### src/rtl/rotary_pkg.sv
// Shared constants for the rotary encoder front end: quadrature phases,
// detent size, phase accumulator width and the default debounce length.
package rotary_pkg;

  // Filtered {A,B} phase, A is the MSB.
  typedef enum logic [1:0] {
    PH_00 = 2'b00,
    PH_01 = 2'b01,
    PH_11 = 2'b11,
    PH_10 = 2'b10
  } phase_e;

  localparam int unsigned DETENT_TRANSITIONS      = 4;
  localparam int unsigned ACC_W                   = 4;
  localparam int unsigned DEBOUNCE_CYCLES_DEFAULT = 1000;

  // Next phase in the clockwise sequence 00->01->11->10->00.
  function automatic logic [1:0] cw_next(input logic [1:0] ph);
    logic [1:0] nxt;
    unique case (ph)
      2'b00:   nxt = 2'b01;
      2'b01:   nxt = 2'b11;
      2'b11:   nxt = 2'b10;
      default: nxt = 2'b00;
    endcase
    return nxt;
  endfunction

endpackage

### src/rtl/debounce_filter.sv
// Two-flop synchroniser followed by a stability counter. The filtered output
// only follows the synchronised input once it has held the same value for
// DEBOUNCE_CYCLES consecutive samples.
module debounce_filter #(
  parameter int unsigned DEBOUNCE_CYCLES = 1000
) (
  input  logic clk,
  input  logic reset,
  input  logic din_raw,
  output logic dout
);

  localparam int unsigned CNT_W = 16;
  localparam logic [CNT_W-1:0] LIMIT = CNT_W'(DEBOUNCE_CYCLES);

  logic             r_sync1;
  logic             r_sync2;
  logic             r_prev;
  logic             r_dout;
  logic [CNT_W-1:0] r_cnt;
  logic [CNT_W-1:0] w_cnt_next;
  logic             w_update;

  // Length of the current run of identical samples, including this one;
  // saturates at LIMIT so it cannot wrap.
  always_comb begin
    w_cnt_next = r_cnt;
    if (r_sync2 != r_prev) begin
      w_cnt_next = CNT_W'(1);
    end else if (r_cnt < LIMIT) begin
      w_cnt_next = r_cnt + CNT_W'(1);
    end
    w_update = (w_cnt_next >= LIMIT) && (r_sync2 != r_dout);
  end

  // Synchroniser, run-length counter and filtered output.
  always_ff @(posedge clk) begin
    if (reset) begin
      r_sync1 <= 1'b0;
      r_sync2 <= 1'b0;
      r_prev  <= 1'b0;
      r_cnt   <= '0;
      r_dout  <= 1'b0;
    end else begin
      r_sync1 <= din_raw;
      r_sync2 <= r_sync1;
      r_prev  <= r_sync2;
      r_cnt   <= w_cnt_next;
      if (w_update) begin
        r_dout <= r_sync2;
      end
    end
  end

  assign dout = r_dout;

endmodule

### src/rtl/rotary_quad_decoder.sv
// Rotary encoder front end: debounces A/B/button, decodes whole quadrature
// detents into step pulses and keeps a wrapping position counter that the
// button clears.
module rotary_quad_decoder
  import rotary_pkg::*;
#(
  parameter int unsigned DEBOUNCE_CYCLES = DEBOUNCE_CYCLES_DEFAULT,
  parameter int unsigned COUNT_W         = 16
) (
  input  logic               clk,
  input  logic               reset,
  input  logic               ROT_A,
  input  logic               ROT_B,
  input  logic               btn,
  output logic [COUNT_W-1:0] count,
  output logic               step_up,
  output logic               step_down,
  output logic               btn_pulse,
  output logic               quad_err
);

  localparam logic signed [ACC_W-1:0] ACC_MAX = ACC_W'(DETENT_TRANSITIONS);
  localparam logic signed [ACC_W-1:0] ACC_MIN = -ACC_MAX;
  localparam logic signed [ACC_W-1:0] ACC_ONE = ACC_W'(1);

  logic w_a;
  logic w_b;
  logic w_btn;

  debounce_filter #(.DEBOUNCE_CYCLES(DEBOUNCE_CYCLES)) u_deb_a (
    .clk     (clk),
    .reset   (reset),
    .din_raw (ROT_A),
    .dout    (w_a)
  );

  debounce_filter #(.DEBOUNCE_CYCLES(DEBOUNCE_CYCLES)) u_deb_b (
    .clk     (clk),
    .reset   (reset),
    .din_raw (ROT_B),
    .dout    (w_b)
  );

  debounce_filter #(.DEBOUNCE_CYCLES(DEBOUNCE_CYCLES)) u_deb_btn (
    .clk     (clk),
    .reset   (reset),
    .din_raw (btn),
    .dout    (w_btn)
  );

  phase_e                   r_ab_prev;
  logic signed [ACC_W-1:0]  r_acc;
  logic                     r_btn_prev;
  logic [COUNT_W-1:0]       r_count;
  logic                     r_step_up;
  logic                     r_step_down;
  logic                     r_btn_pulse;
  logic                     r_quad_err;

  logic [1:0]               w_ab;
  logic                     w_changed;
  logic                     w_is_cw;
  logic                     w_is_ccw;
  logic                     w_illegal;
  logic                     w_enter00;
  logic signed [ACC_W-1:0]  w_acc_sum;
  logic                     w_step_up;
  logic                     w_step_down;
  logic                     w_btn_rise;

  // Classify the filtered AB change; A and B moving in the same cycle count
  // as a single (illegal) transition.
  always_comb begin
    w_ab      = {w_a, w_b};
    w_changed = (w_ab != r_ab_prev);
    w_is_cw   = w_changed && (cw_next(r_ab_prev) == w_ab);
    w_is_ccw  = w_changed && (cw_next(w_ab) == r_ab_prev);
    w_illegal = w_changed && !w_is_cw && !w_is_ccw;
    w_enter00 = w_changed && (w_ab == PH_00);

    // Clamped so odd legal/illegal mixes cannot wrap the accumulator.
    w_acc_sum = r_acc;
    if (w_is_cw && (r_acc != ACC_MAX)) begin
      w_acc_sum = r_acc + ACC_ONE;
    end else if (w_is_ccw && (r_acc != ACC_MIN)) begin
      w_acc_sum = r_acc - ACC_ONE;
    end

    w_step_up   = w_enter00 && !w_illegal && (w_acc_sum == ACC_MAX);
    w_step_down = w_enter00 && !w_illegal && (w_acc_sum == ACC_MIN);
    w_btn_rise  = w_btn && !r_btn_prev;
  end

  // Quadrature FSM, registered pulses and position counter.
  always_ff @(posedge clk) begin
    if (reset) begin
      r_ab_prev   <= PH_00;
      r_acc       <= '0;
      r_btn_prev  <= 1'b0;
      r_count     <= '0;
      r_step_up   <= 1'b0;
      r_step_down <= 1'b0;
      r_btn_pulse <= 1'b0;
      r_quad_err  <= 1'b0;
    end else begin
      r_ab_prev   <= phase_e'(w_ab);
      r_acc       <= w_enter00 ? '0 : w_acc_sum;
      r_btn_prev  <= w_btn;
      r_step_up   <= w_step_up;
      r_step_down <= w_step_down;
      r_btn_pulse <= w_btn_rise;
      r_quad_err  <= w_illegal;
      // Button clear wins over a coincident step.
      if (w_btn_rise) begin
        r_count <= '0;
      end else if (w_step_up) begin
        r_count <= r_count + COUNT_W'(1);
      end else if (w_step_down) begin
        r_count <= r_count - COUNT_W'(1);
      end
    end
  end

  assign count     = r_count;
  assign step_up   = r_step_up;
  assign step_down = r_step_down;
  assign btn_pulse = r_btn_pulse;
  assign quad_err  = r_quad_err;

endmodule

### config.mk
export PLATFORM = sky130hd
export DESIGN_NAME = rotary_quad_decoder
export DESIGN_NICKNAME = d
export VERILOG_FILES = /design/src/rtl/rotary_pkg.sv /design/src/rtl/debounce_filter.sv /design/src/rtl/rotary_quad_decoder.sv
export SDC_FILE = /design/constraint.sdc
export NUM_CORES = 1
export LEC_CHECK = 0
export CELL_PAD_IN_SITES_DETAIL_PLACEMENT = 1
export CELL_PAD_IN_SITES_GLOBAL_PLACEMENT = 1
export CORE_AREA = 2 2 103 105
export DETAILED_ROUTE_END_ITERATION = 7
export DIE_AREA = 0 0 105 107
export PLACE_DENSITY_LB_ADDON = 0.1
export SLEW_MARGIN = 20
export SYNTH_ARGS = -nofsm -noshare
export SYNTH_HDL_FRONTEND = slang
export SYNTH_SLANG_ARGS = --single-unit
### constraint.sdc
create_clock -name clk -period 4.53 [get_ports clk]
set_input_delay 0.6795 -clock clk [delete_from_list [all_inputs] [get_ports clk]]
set_output_delay 0.6795 -clock clk [all_outputs]
set_load 0.01 [all_outputs]
* Yosys cells after proc, flatten, opt, wreduce, memory -nomap -nowiden
Cells that the tools add are included.
** Operators by class
- Add/sub/neg operators :: 7
- Mux-type cells :: 12
- Order comparisons :: 6
- Eq/ne operators :: 17
- Reductions and logical operators :: 23
** Operators by type and width (number)
- $mux W16 :: 8
- $add A16 B1 Y16 const B :: 4
- $ge A16 B10 Y1 const B :: 3
- $lt A16 B10 Y1 const B :: 3
- $sub A16 B1 Y16 const B :: 1
- $logic_and A1 B1 Y1 :: 14
- $pmux W2 S3 :: 2
- $mux W4 :: 2
- $ne A1 B1 Y1 :: 6
- $add A4 B2 Y4 const B :: 1
- $eq A2 B1 Y1 const B :: 2
- $eq A2 B2 Y1 :: 2
- $eq A2 B2 Y1 const B :: 2
- $eq A4 B3 Y1 const B :: 1
- $eq A4 B4 Y1 const B :: 1
- $logic_not A1 Y1 :: 4
- $logic_not A2 Y1 :: 2
- $ne A4 B3 Y1 const B :: 1
- $ne A4 B4 Y1 const B :: 1
- $reduce_or A2 Y1 :: 2
- $sub A4 B2 Y4 const B :: 1
- $ne A2 B2 Y1 :: 1
- $reduce_bool A2 Y1 :: 1
** Word-level totals
- Logic and storage cells :: 88
- Register bits after elaboration :: 87
- Output and inout bits :: 20

* Depth between registers and ports, before layout
Gate-level depths: netlist of the first run.
- Depth in word-level cells :: 12
- Depth in mapped cells :: 15

* Cells and area by module
From an unflattened synthesis of the first run, not the netlist that was laid out.
** Unflattened totals
- Cell total of the unflattened synthesis :: 585
- Area total of the unflattened synthesis :: 5077.4 µm²
** Modules (own cells, without submodules)
- debounce_filter :: instances 3, cells each 105, area an instance 983.4 µm²
- rotary_quad_decoder :: instances 1, cells each 270, area an instance 2127.0 µm²

* Least setup slack after synthesis of the first run
Ideal clock, no wire load.
- Path kind :: register to register
- From :: register r_acc[0]
- To :: register r_count[15], in the netlist count[15]
- Buffers on the path :: 0
- Arrival :: 3.791 ns
- Setup time :: 0.123 ns
- Cell stages (with the launch flop) :: 16
- Period minus slack after synthesis :: 3.914 ns
- Setup slack :: 0.616 ns
- Path through :: dfxtp_1 inv_1 ha_1 and2_1 a211oi_1 mux2i_1 o22ai_4 nand3_2 ha_1 a211oi_1 o21ai_1 a41oi_1 o21a_1 o31a_1 mux2i_1 mux2_1
** Between the ends
- Word-level cells in the longest chain between the ends :: 7
** RTL lines
- start: declaration :: line rotary_quad_decoder.sv:52 : logic signed [ACC_W-1:0] r_acc;
- start signal: assignment :: line rotary_quad_decoder.sv:107 : r_acc <= w_enter00 ? '0 : w_acc_sum;
- parallel branches: the longest is 3 deep, another holds $sub A4 B2 Y4
- $mux W4 * :: line rotary_quad_decoder.sv:83 : if (w_is_cw && (r_acc != ACC_MAX)) begin
- $eq A4 B4 Y1 / $eq A4 B3 Y1 (equally long branches) :: line rotary_quad_decoder.sv:89, rotary_quad_decoder.sv:90
- $logic_and A1 B1 Y1, on equally long branches :: line rotary_quad_decoder.sv:89, rotary_quad_decoder.sv:90
- $mux W16 / $reduce_bool A2 Y1 (equally long branches)
- end signal: assignment :: line rotary_quad_decoder.sv:117 : r_count <= r_count + COUNT_W'(1);
- end signal: assignment :: line rotary_quad_decoder.sv:119 : r_count <= r_count - COUNT_W'(1);
- end: declaration :: line rotary_quad_decoder.sv:54 : logic [COUNT_W-1:0] r_count;
Every way passes the cells marked *.
A chain may end at the register's enable or synchronous reset.

* Worst setup path in the final report of the first run
- From :: register r_acc[1]
- To :: register r_count[15], in the netlist count[15]
The elaborated chain is that of the path after synthesis.

==> out/summary.txt, run 1 <==
drt pass-1 iters: 6
global route hottest layer: met2
flops & latches, synth: 87
starting density of the core: 0.452
Routed WL: 10.1 mm
H-Tree Depth: 3
Leak: 2.02 nW
routed len/inst: 14.8 microns
root buffer cell: clkbuf_8
synthesized area: 4560 sq um
initial antenna violation count: 0
Seq pwr share: 0.544
f_max: 237 MHz
Cell variety after synth: 68
Power Internal: 1.12 mW
GR Util met3: 0.0280
Clk Latency, worst-skew pair: 0.36 ns
CTS tree: done
synthesized area per cell: 8.85 sq um
first-pass GRT wire length: 17.9 mm
Max Cap Violations: 0
Crit Path Category: reg2reg
met2 Use GR: 0.328
sequential share of the synthesized area: 0.382
Core ar.: 10100 sq um
setup TNS: 0 ns
DP HPWL: 7.41 mm
antenna fix cells: 0
Worst setup EP type: register
power density over cell area: 279 nW/um^2
commonest non-fill, non-tap cell in the layout: dfxtp_1
Peak VDD IR: 0.000173 V
power share of the clock group: 0.423
outcome: finished clean
sw frac: 0.225
CTS sink count: 87
Final min period: 4.22 ns
number of flops mapped to enable cells by yosys: 0
RSZ-0062 raised after global routing: no
final setup violation count: 0
row count: 37
FF+latch area: 1740 sq um
Final GP Congestion: 0.863
hold_ws: 0.415 ns
vias per cell: 5.44
Overall Global Routing Usage: 0.193
Layout fillers: 1234
Worst Max-Slew Pin Slew: 0.670 ns
vias after detailed routing: 3716
layout cells sized above 1: 0.0658
P_sw: 325 uW
Combinational Power Share: 0.034
Final Net Count: 568
worst-path fanout max: 13
Layout area overhead: 13.5%
largest net degree at the start of global routing: 28
vias in the first global route: 3768
Syn Inst Count: 515
die area: 11200 sq um
clock skew: 0.0142 ns
Async S/R FF share, synth: 0
part of the cycle the worst path needs: 0.931
multi-input logic area: 2710 sq um
IO Count: 25
Final Hold Viols: 0
Reg clk slew, reported paths: 0.10 ns
Worst EP arrival: 4.46 ns
starting DRC count in detailed routing: 133
commonest non-fill, non-tap cells in the layout: dfxtp_1 (87), nor2_1 (69), nand2_1 (31)
Horiz. Die Dim: 105 microns
Mapped Nets: 541
Slew Limit Fails: 0
Hold Crit Class: reg2reg
Detail Route Antenna Nets: 0
Die Span Y: 107 microns
hold_buf cts: 0
DRC violation count after routing: 0
met1 Resource Use GR: 0.246
Synth Flop Type: dfxtp_1
Critical Path Source Type: register
Worst EP required: 4.78 ns
Max Buffers Root-to-Sink: 2
cts bufs inserted: 9
grt ovf: 0
warnings from Yosys: 0
Post-CTS Resized: 0
IO buf count: 24
Slew HR: 0.549
post-CTS setup buffer count: 0
## power groups by stage
stage | logic [mW] | registers [mW] | clock network, mW
global placement | 0.0471 | 0.802 | 0
finish | 0.0484 | 0.785 | 0.610
floorplan | 0.0360 | 0.800 | 0
detailed placement | 0.0498 | 0.803 | 0
global route | 0.0570 | 0.787 | 0.657
CTS | 0.0503 | 0.785 | 0.630
## flip-flops by register name, summed over array words and instances, names as in the netlist
register and flops:
quad_err 1, u_deb_btn.r_cnt 16, u_deb_a.r_sync1 1, u_deb_btn.r_sync1 1, r_btn_prev 1, r_ab_prev 2
u_deb_b.r_sync1 1, r_acc 4, u_deb_a.r_cnt 16, u_deb_btn.r_prev 1, u_deb_btn.dout 1, u_deb_a.r_prev 1
btn_pulse 1, u_deb_b.r_prev 1, u_deb_b.r_cnt 16, u_deb_a.r_sync2 1, count 16, u_deb_b.r_sync2 1
step_down 1, u_deb_b.dout 1, u_deb_a.dout 1, u_deb_btn.r_sync2 1, step_up 1
## synthesized netlist by cell type (2+ instances only)
cell type  count  area share
a211oi_1       7       0.012
a21o_1         5      0.0082
a21oi_1       25       0.027
a22oi_1        2      0.0033
a31oi_1        5      0.0069
a32o_1         2      0.0044
and2_1        23       0.032
and3_1         4      0.0055
and4_1         2      0.0038
buf_1          5      0.0041
buf_2          4      0.0044
clkbuf_1       2      0.0016
dfxtp_1       87        0.38
ha_1          20       0.055
inv_1         16       0.013
mux2_1         2      0.0049
mux2i_1       16       0.035
nand2_1       31       0.026
nand2b_1       9       0.012
nand3_1       14       0.015
nand4_1       12       0.016
nor2_1        69       0.057
nor2b_1       18       0.025
nor3_1        13       0.014
nor3b_1        5      0.0082
nor4_1         6      0.0082
nor4_2         2      0.0055
o211ai_1       4      0.0066
o21a_1         5      0.0082
o21ai_0       12       0.013
o21ai_1        2      0.0022
o21bai_1       2      0.0033
o221ai_1       2      0.0038
o22ai_1        2      0.0027
o31ai_1        2      0.0033
o41a_1         2      0.0049
or2_2          2      0.0027
or3_1          3      0.0041
xnor2_1       28       0.054
xor2_1        15       0.029
## metrics by stage
| stage | power, mW | util | worst slack [ns] | area [sq um] | cells |
|---|---|---|---|---|---|
| 5_1_grt | 1.50 | 0.513 | 0.0239 | 5180 | 683 |
| 4_1_cts | 1.47 | 0.512 | 0.176 | 5170 | 683 |
| 2_1_floorplan | 0.836 | - | 0.616 | 4560 | 515 |
| 3_5_place_dp | 0.853 | 0.490 | 0.231 | 4950 | 667 |
| 3_3_place_gp | 0.849 | 0.490 | 0.484 | 4950 | 667 |
| 6_report | 1.44 | 0.513 | 0.314 | 5180 | 683 |
## cell families after synthesis
kind of cell               synth area share
adders and majority gates            0.0593
DFF                                   0.382
and+or+nand+nor                       0.264
muxes                                0.0425
xor gates and xnor gates             0.0897
buffers and inverters                0.0250
AOI/OAI and AO/OA                     0.137
## critical path: stages, from the launching register on
cell and delay (ns):
dfxtp_1 0.49, inv_1 0.10, ha_1 0.22, and2_1 0.22, a211oi_1 0.34, mux2i_1 0.18
o22ai_4 0.17, nand3_4 0.21, ha_1 0.36, a211oi_1 0.35, o21ai_1 0.15, a41oi_1 0.41
o21a_1 0.21, o31a_1 0.16, mux2i_1 0.19, mux2_1 0.33
## path summary, 6_finish.rpt
path | from | end | slack [ns] | cells past startpoint
worst max-delay path | r_acc[1] | count[15] | 0.31 | 15
worst min-delay path | r_btn_prev | btn_pulse | 0.42 | 1
worst max register to register | r_acc[1] | count[15] | 0.31 | 15
worst min register to register | r_btn_prev | btn_pulse | 0.42 | 1
## area by class of cell
cell class                 instances  area share
inverter                          16      0.0116
timing repair buffer              28      0.0522
multi-input combinational        400       0.524
clock buffer                      11      0.0273
tap                              136      0.0329
clock inverter                     5      0.0157
sequential                        87       0.336
## layer usage
metal	vias up	routed length [microns]
met5	-	0
met4	0	172
met3	12	254
met2	50	4820
met1	1790	4880
li1	1864	-
Power figures use the tool's default switching activity.
==> run 2: changes to the inputs <==
--- a/config.mk
+++ b/config.mk
@@ -10,6 +10,7 @@
 export CORE_AREA = 2 2 103 105
 export DETAILED_ROUTE_END_ITERATION = 7
 export DIE_AREA = 0 0 105 107
+export HOLD_SLACK_MARGIN = 0.02
 export PLACE_DENSITY_LB_ADDON = 0.1
 export SLEW_MARGIN = 20
 export SYNTH_ARGS = -nofsm -noshare
==> results of run 2 <==
The final DEF is identical to that of run 1; final timing and power are the same.
==> patch 1: new RTL, settings of run 1 <==
Set the localparam `CNT_W` of `debounce_filter` to 20 (it was 16).
--- a/src/rtl/debounce_filter.sv
+++ b/src/rtl/debounce_filter.sv
@@ -11,5 +11,5 @@
 );
 
-  localparam int unsigned CNT_W = 16;
+  localparam int unsigned CNT_W = 20;
   localparam logic [CNT_W-1:0] LIMIT = CNT_W'(DEBOUNCE_CYCLES);
 
Function: same outputs for any inputs over 10 cycles, from zero or initial values and one cycle with reset high; that may be too few to reach the edited logic, so the function may still have changed.
==> patch 1 against run 1 <==
- global-route usage down 0.66 points
- sequential cell count up 12
- area after synthesis up 1.6%
- wire length down 1.2%
- critical path depth up 1
- non-clock buffer count up 6
- final area up 2.8%
- first-iteration DRC count down 12%
- die area unchanged
- total power up 7.4%
- setup slack worse by 0.14 ns
- critical endpoint is now count[14]$_SDFFE_PP0P_
==> patch 1: results (changes against run 1) <==
- Outcome: finished clean
- Gr usage total: 0.186 (-0.00660)
- Regs by FF count: u_deb_a.r_cnt x20, u_deb_b.r_cnt x20, u_deb_btn.r_cnt x20
- DR vias: 3602 (-3.1%)
- First-pass iteration count of the detailed router: 6 (unchanged)
- Layout cell share with drive strength beyond 1: 0.0896 (+0.0238)
- Compound-Gate Fraction of Synth Area: 0.113 (-0.0249)
- Final nets: 569 (+0.18%)
- Yosys warning count: 0 (unchanged)
- Total CTS buffers: 9 (unchanged)
- DRT iter0 DRCs: 117 (-12%)
- Area contributors post-synth: dfxtp_1 (43%), nor2_1 (5.8%), xnor2_1 (5.7%)
- N_diodes: 0 (unchanged)
- Worst VDD drop: 286 µV (+66%)
- Async SR Flop Fraction: 0 (unchanged)
- Largest net degree at the start of global routing: 29 (+3.6%)
- Synth Area in Adders: 0.0583 (-0.000960)
- Yosys cell types: 59 (-13%)
- Reg2Reg Depth: 16 (+1)
- Leak: 1.97 nW (-2.4%)
- Worst min-delay path category: flop to flop
- Sequential area share after synthesis: 0.428 (+0.0456)
- XOR/XNOR Fraction of Synth Area: 0.0867 (-0.00307)
- Longest Clk Path Bufs: 2 (unchanged)
- H-tree lvl count: 3 (unchanged)
- Most frequent cells after synthesis: dfxtp_1 (99), nor2_1 (72), and2_1 (35)
- Critical path arrival: 4.68 ns (+0.22 ns)
- Port Buffer Count: 24 (unchanged)
- Global-route wire length before repair: 16.9 mm (-5.5%)
- Clock-pin slew on the worst setup and hold paths: 0.09 ns
- Startpoint types: flop
- WL/cell: 14.7 µm (-1.2%)
- Clock Skew: 0.00757 ns (-0.00662 ns)
- Post-synthesis mux area share: 0.0378 (-0.00474)
- Initial antenna violation count: 0 (unchanged)
- Slowest stage cell on the critical path: or4_4
- Post-synth top flop: dfxtp_1
- Gpl congestion: 0.815 (-5.5%)
- Worst skew pair latency: 0.38 ns (+0.02 ns)
- Mapped Nets: 536 (-0.92%)
- Vias in the first global route: 3643 (-3.3%)
- Worst-path fanout max: 7 (-6)
- Setup WS pre-CTS: -0.0458 ns (-0.277 ns)
- CP delay by family, top: compound AO/OA/AOI/OAI gates
- Max_slew headroom: 0.486 (-0.0631)
- Critical path's largest stage delay: 0.49 ns (about the same)
- Post-Place Cell Area: 5020 µm² (+1.6%)
- HPWL Detailed: 7.02 mm (-5.2%)
-- patch 1: cell types whose count changed after synthesis, sizes merged, moves of 5 or more --
| cell | delta |
|---|---|
| dfxtp | +12 |
| o21ai | +5 |
| nand2 | -6 |
| and2 | +12 |
| nand4 | -5 |
| a21oi | -10 |
-- patch 1: kinds of logic after synthesis --
group,count (synthesis)
DFF,99
adders and majority gates,21
xor gates and xnor gates,45
and+or+nand+nor,229
buffers and inverters,24
AOI/OAI and AO/OA,75
muxes,17
-- patch 1: through the flow --
stage | total power [mW] | std cells
4_1_cts | 1.58 | 678
3_3_place_gp | 0.953 | 663
6_report | 1.55 | 683
5_1_grt | 1.62 | 683
2_1_floorplan | 0.940 | 510
3_5_place_dp | 0.956 | 663
-- patch 1: worst paths after layout --
check                                             endpoint  slack (ns)                       start
worst max register to register      count[14]$_SDFFE_PP0P_        0.17         r_acc[0]$_SDFF_PP0_
worst min register to register  u_deb_b.r_sync2$_SDFF_PP0_        0.45  u_deb_b.r_sync1$_SDFF_PP0_
worst max-delay path                count[14]$_SDFFE_PP0P_        0.17         r_acc[0]$_SDFF_PP0_
worst min-delay path            u_deb_b.r_sync2$_SDFF_PP0_        0.45  u_deb_b.r_sync1$_SDFF_PP0_
-- patch 1: layout make-up --
class                           count  area, µm²
Fill cell                        1202       4770
Multi-Input combinational cell    387       2590
Sequential cell                    99       1980
Timing Repair Buffer               34        315
Tap cell                          136        170
Clock buffer                        9        124
Clock inverter                      6       88.8
Inverter                           12       45.0
-- patch 1: power breakdown --
| part | switching (mW) | leakage (nW) | total, mW | internal (mW) |
|---|---|---|---|---|
| Combinational | 0.0290 | 1.07 | 0.0466 | 0.0176 |
| Clock | 0.309 | 0.102 | 0.617 | 0.309 |
| Sequential | 0.00764 | 0.801 | 0.887 | 0.879 |
| Total | 0.345 | 1.97 | 1.55 | 1.21 |
-- patch 1: metal layers --
metal  GRT usage  part of all wire  vias to the layer above
li1            -                 -                     1837
met5           0                 0                        -
met1       0.215              0.45                     1710
met2       0.327              0.49                       42
met3      0.0590             0.038                       13
met4      0.0600             0.016                        0
-- patch 1: repair_timing --
item / 4_1_cts / 5_1_grt
pin swaps: 0 / 2
resized for setup: 2 / 8
setup buffers: 0 / 5
endpoints found under the setup margin: 2 / 5
hold buffers: 0 / 0
-- patch 1: worst reg2reg max path, delay by kind of cell, from the launching register on --
kind	cells	cell delay (ns)
multiplexers	1	0.29
buffers and inverters	1	0.10
AO/OA/AOI/OAI	8	1.87
AND/OR/NAND/NOR	4	0.99
flip-flops	1	0.36
adder cells (fa/ha/maj)	2	0.67
==> patch 2: new RTL, flow settings as in run 1 <==
Made on the original files. The output `step_up` loses its register stage (`r_step_up` becomes a continuous assignment).
--- a/src/rtl/rotary_quad_decoder.sv
+++ b/src/rtl/rotary_quad_decoder.sv
@@ -99,5 +99,4 @@
       r_btn_prev  <= 1'b0;
       r_count     <= '0;
-      r_step_up   <= 1'b0;
       r_step_down <= 1'b0;
       r_btn_pulse <= 1'b0;
@@ -107,5 +106,4 @@
       r_acc       <= w_enter00 ? '0 : w_acc_sum;
       r_btn_prev  <= w_btn;
-      r_step_up   <= w_step_up;
       r_step_down <= w_step_down;
       r_btn_pulse <= w_btn_rise;
@@ -122,4 +120,6 @@
   end
 
+  assign r_step_up = w_step_up;
+
   assign count     = r_count;
   assign step_up   = r_step_up;
Function: no difference found for any inputs over 10 cycles, from zero or initial values and one cycle with reset high; that may be too few to reach the edited logic, so the function may still have changed.
==> patch 2 against run 1 <==
- global-route usage fell by 0.23 points
- setup slack improved by 0.060 ns
- wire length fell by 3.3%
- via count fell by 5.3%
- sequential cell count fell by 1
- combinational power rose by 2%
- total power fell by 5.6%
- non-clock buffer count fell by 2
- clock skew fell by 0.0033 ns
- area after synthesis fell by 0.91%
- core utilization fell by 1.8 points
- final area fell by 3.6%
- highest routed layer unchanged
==> patch 2: results (changes against run 1) <==
- WHS Endpoint: u_deb_btn.r_sync2$_SDFF_PP0_
- Most frequent cells after synthesis: dfxtp_1 (86), nor2_1 (65), nand2_1 (33)
- Critical path arrival: 4.45 ns (about the same)
- Largest net degree at the start of global routing: 21 (-25%)
- Avg Inst Size Synth: 8.98 µm² (+1.5%)
- Critical path's largest stage delay: 0.47 ns (-0.02 ns)
- Setup crit end: count[15]$_SDFFE_PP0P_
- Via/cell ratio: 5.33 (-2.1%)
- DR vias: 3520 (-5.3%)
- Area contributors post-synth: dfxtp_1 (38%), ha_1 (5.5%), xnor2_1 (5.4%)
- Worst-path fanout max: 17 (+4)
- DRT iter0 DRCs: 84 (-37%)
- Slowest stage cell on the critical path: or2_2
- Mapped Nets: 529 (-2.2%)
- Gpl congestion: 0.831 (-3.6%)
- Vias in the first global route: 3712 (-1.5%)
- Placed Cells: 645 (-3.3%)
- Outcome: finished clean
- Setup violators final: 0 (unchanged)
- Max_slew headroom: 0.513 (-0.0362)
- Reg2Reg Depth: 16 (+1)
- HP Start: u_deb_btn.r_sync1$_SDFF_PP0_
- Gr usage total: 0.191 (-0.00226)
- Crit path launch: r_acc[0]$_SDFF_PP0_
- F_max: 241 MHz (+1.4%)
- Initial antenna violation count: 0 (unchanged)
- Port Buffer Count: 24 (unchanged)
- Logic power comb: 0.0493 mW (+2%)
- Hold Crit Depth: 1 (unchanged)
- Reg2reg start: r_acc[0]$_SDFF_PP0_
- First-pass iteration count of the detailed router: 5 (-1)
- Async SR Flop Fraction: 0 (unchanged)
- Yosys cell types: 64 (-5.9%)
- Hold_ws: 0.453 ns (+0.0379 ns)
- Post-Place Cell Area: 4800 µm² (-2.9%)
- HPWL Detailed: 7.00 mm (-5.4%)
- Worst VDD drop: 125 µV (-27%)
- Internal power: 1.04 mW (-7.0%)
- Sw Share: 0.236 (+0.0113)
- Sequential area share after synthesis: 0.381 (-0.000940)
- Layout cell share with drive strength beyond 1: 0.0686 (+0.00276)
- Detailed Route WL: 9.80 mm (-3.3%)
- Seq pwr: 0.774 mW (-1%)
- Worst skew pair latency: 0.38 ns (+0.02 ns)
- Leak: 1.97 nW (-2.7%)
- Global-route wire length before repair: 17.4 mm (-2.6%)
- Setup WS pre-CTS: 0.305 ns (+0.0744 ns)
- Final nets: 546 (-3.9%)
- Clock Skew: 0.0109 ns (-0.00329 ns)
[patch 2: cell count changes in the layout (fill, tap and decap cells not counted), moves of 3 or more]
cell,run 1,this run
o21a_1,5,2
nand3_2,0,3
nand2b_1,9,6
nor2_1,69,65
inv_1,16,11
nor3b_1,5,0
[patch 2: logic make-up after synthesis]
group,Yosys count,share of synthesized area
AOI/OAI and AO/OA,82,0.120
adders and majority gates,21,0.0598
xor gates and xnor gates,46,0.0925
and+or+nand+nor,215,0.258
muxes,21,0.0474
DFF,86,0.381
buffers and inverters,32,0.0410
[patch 2: final cells by class]
cell class / instances / area [µm²]
Timing Repair Buffer: 26 / 255
Sequential cell: 86 / 1720
Clock buffer: 11 / 131
Clock inverter: 5 / 57.6
Multi-Input combinational cell: 385 / 2610
Tap cell: 136 / 170
Inverter: 12 / 45.0
Fill cell: 1212 / 5100
[patch 2: metal layers]
metal  wire (µm)  share of wire  track usage
met5           0              0            0
met4         181          0.018       0.0800
met3         200          0.020       0.0310
met2        4500           0.46        0.310
met1        4910           0.50        0.252
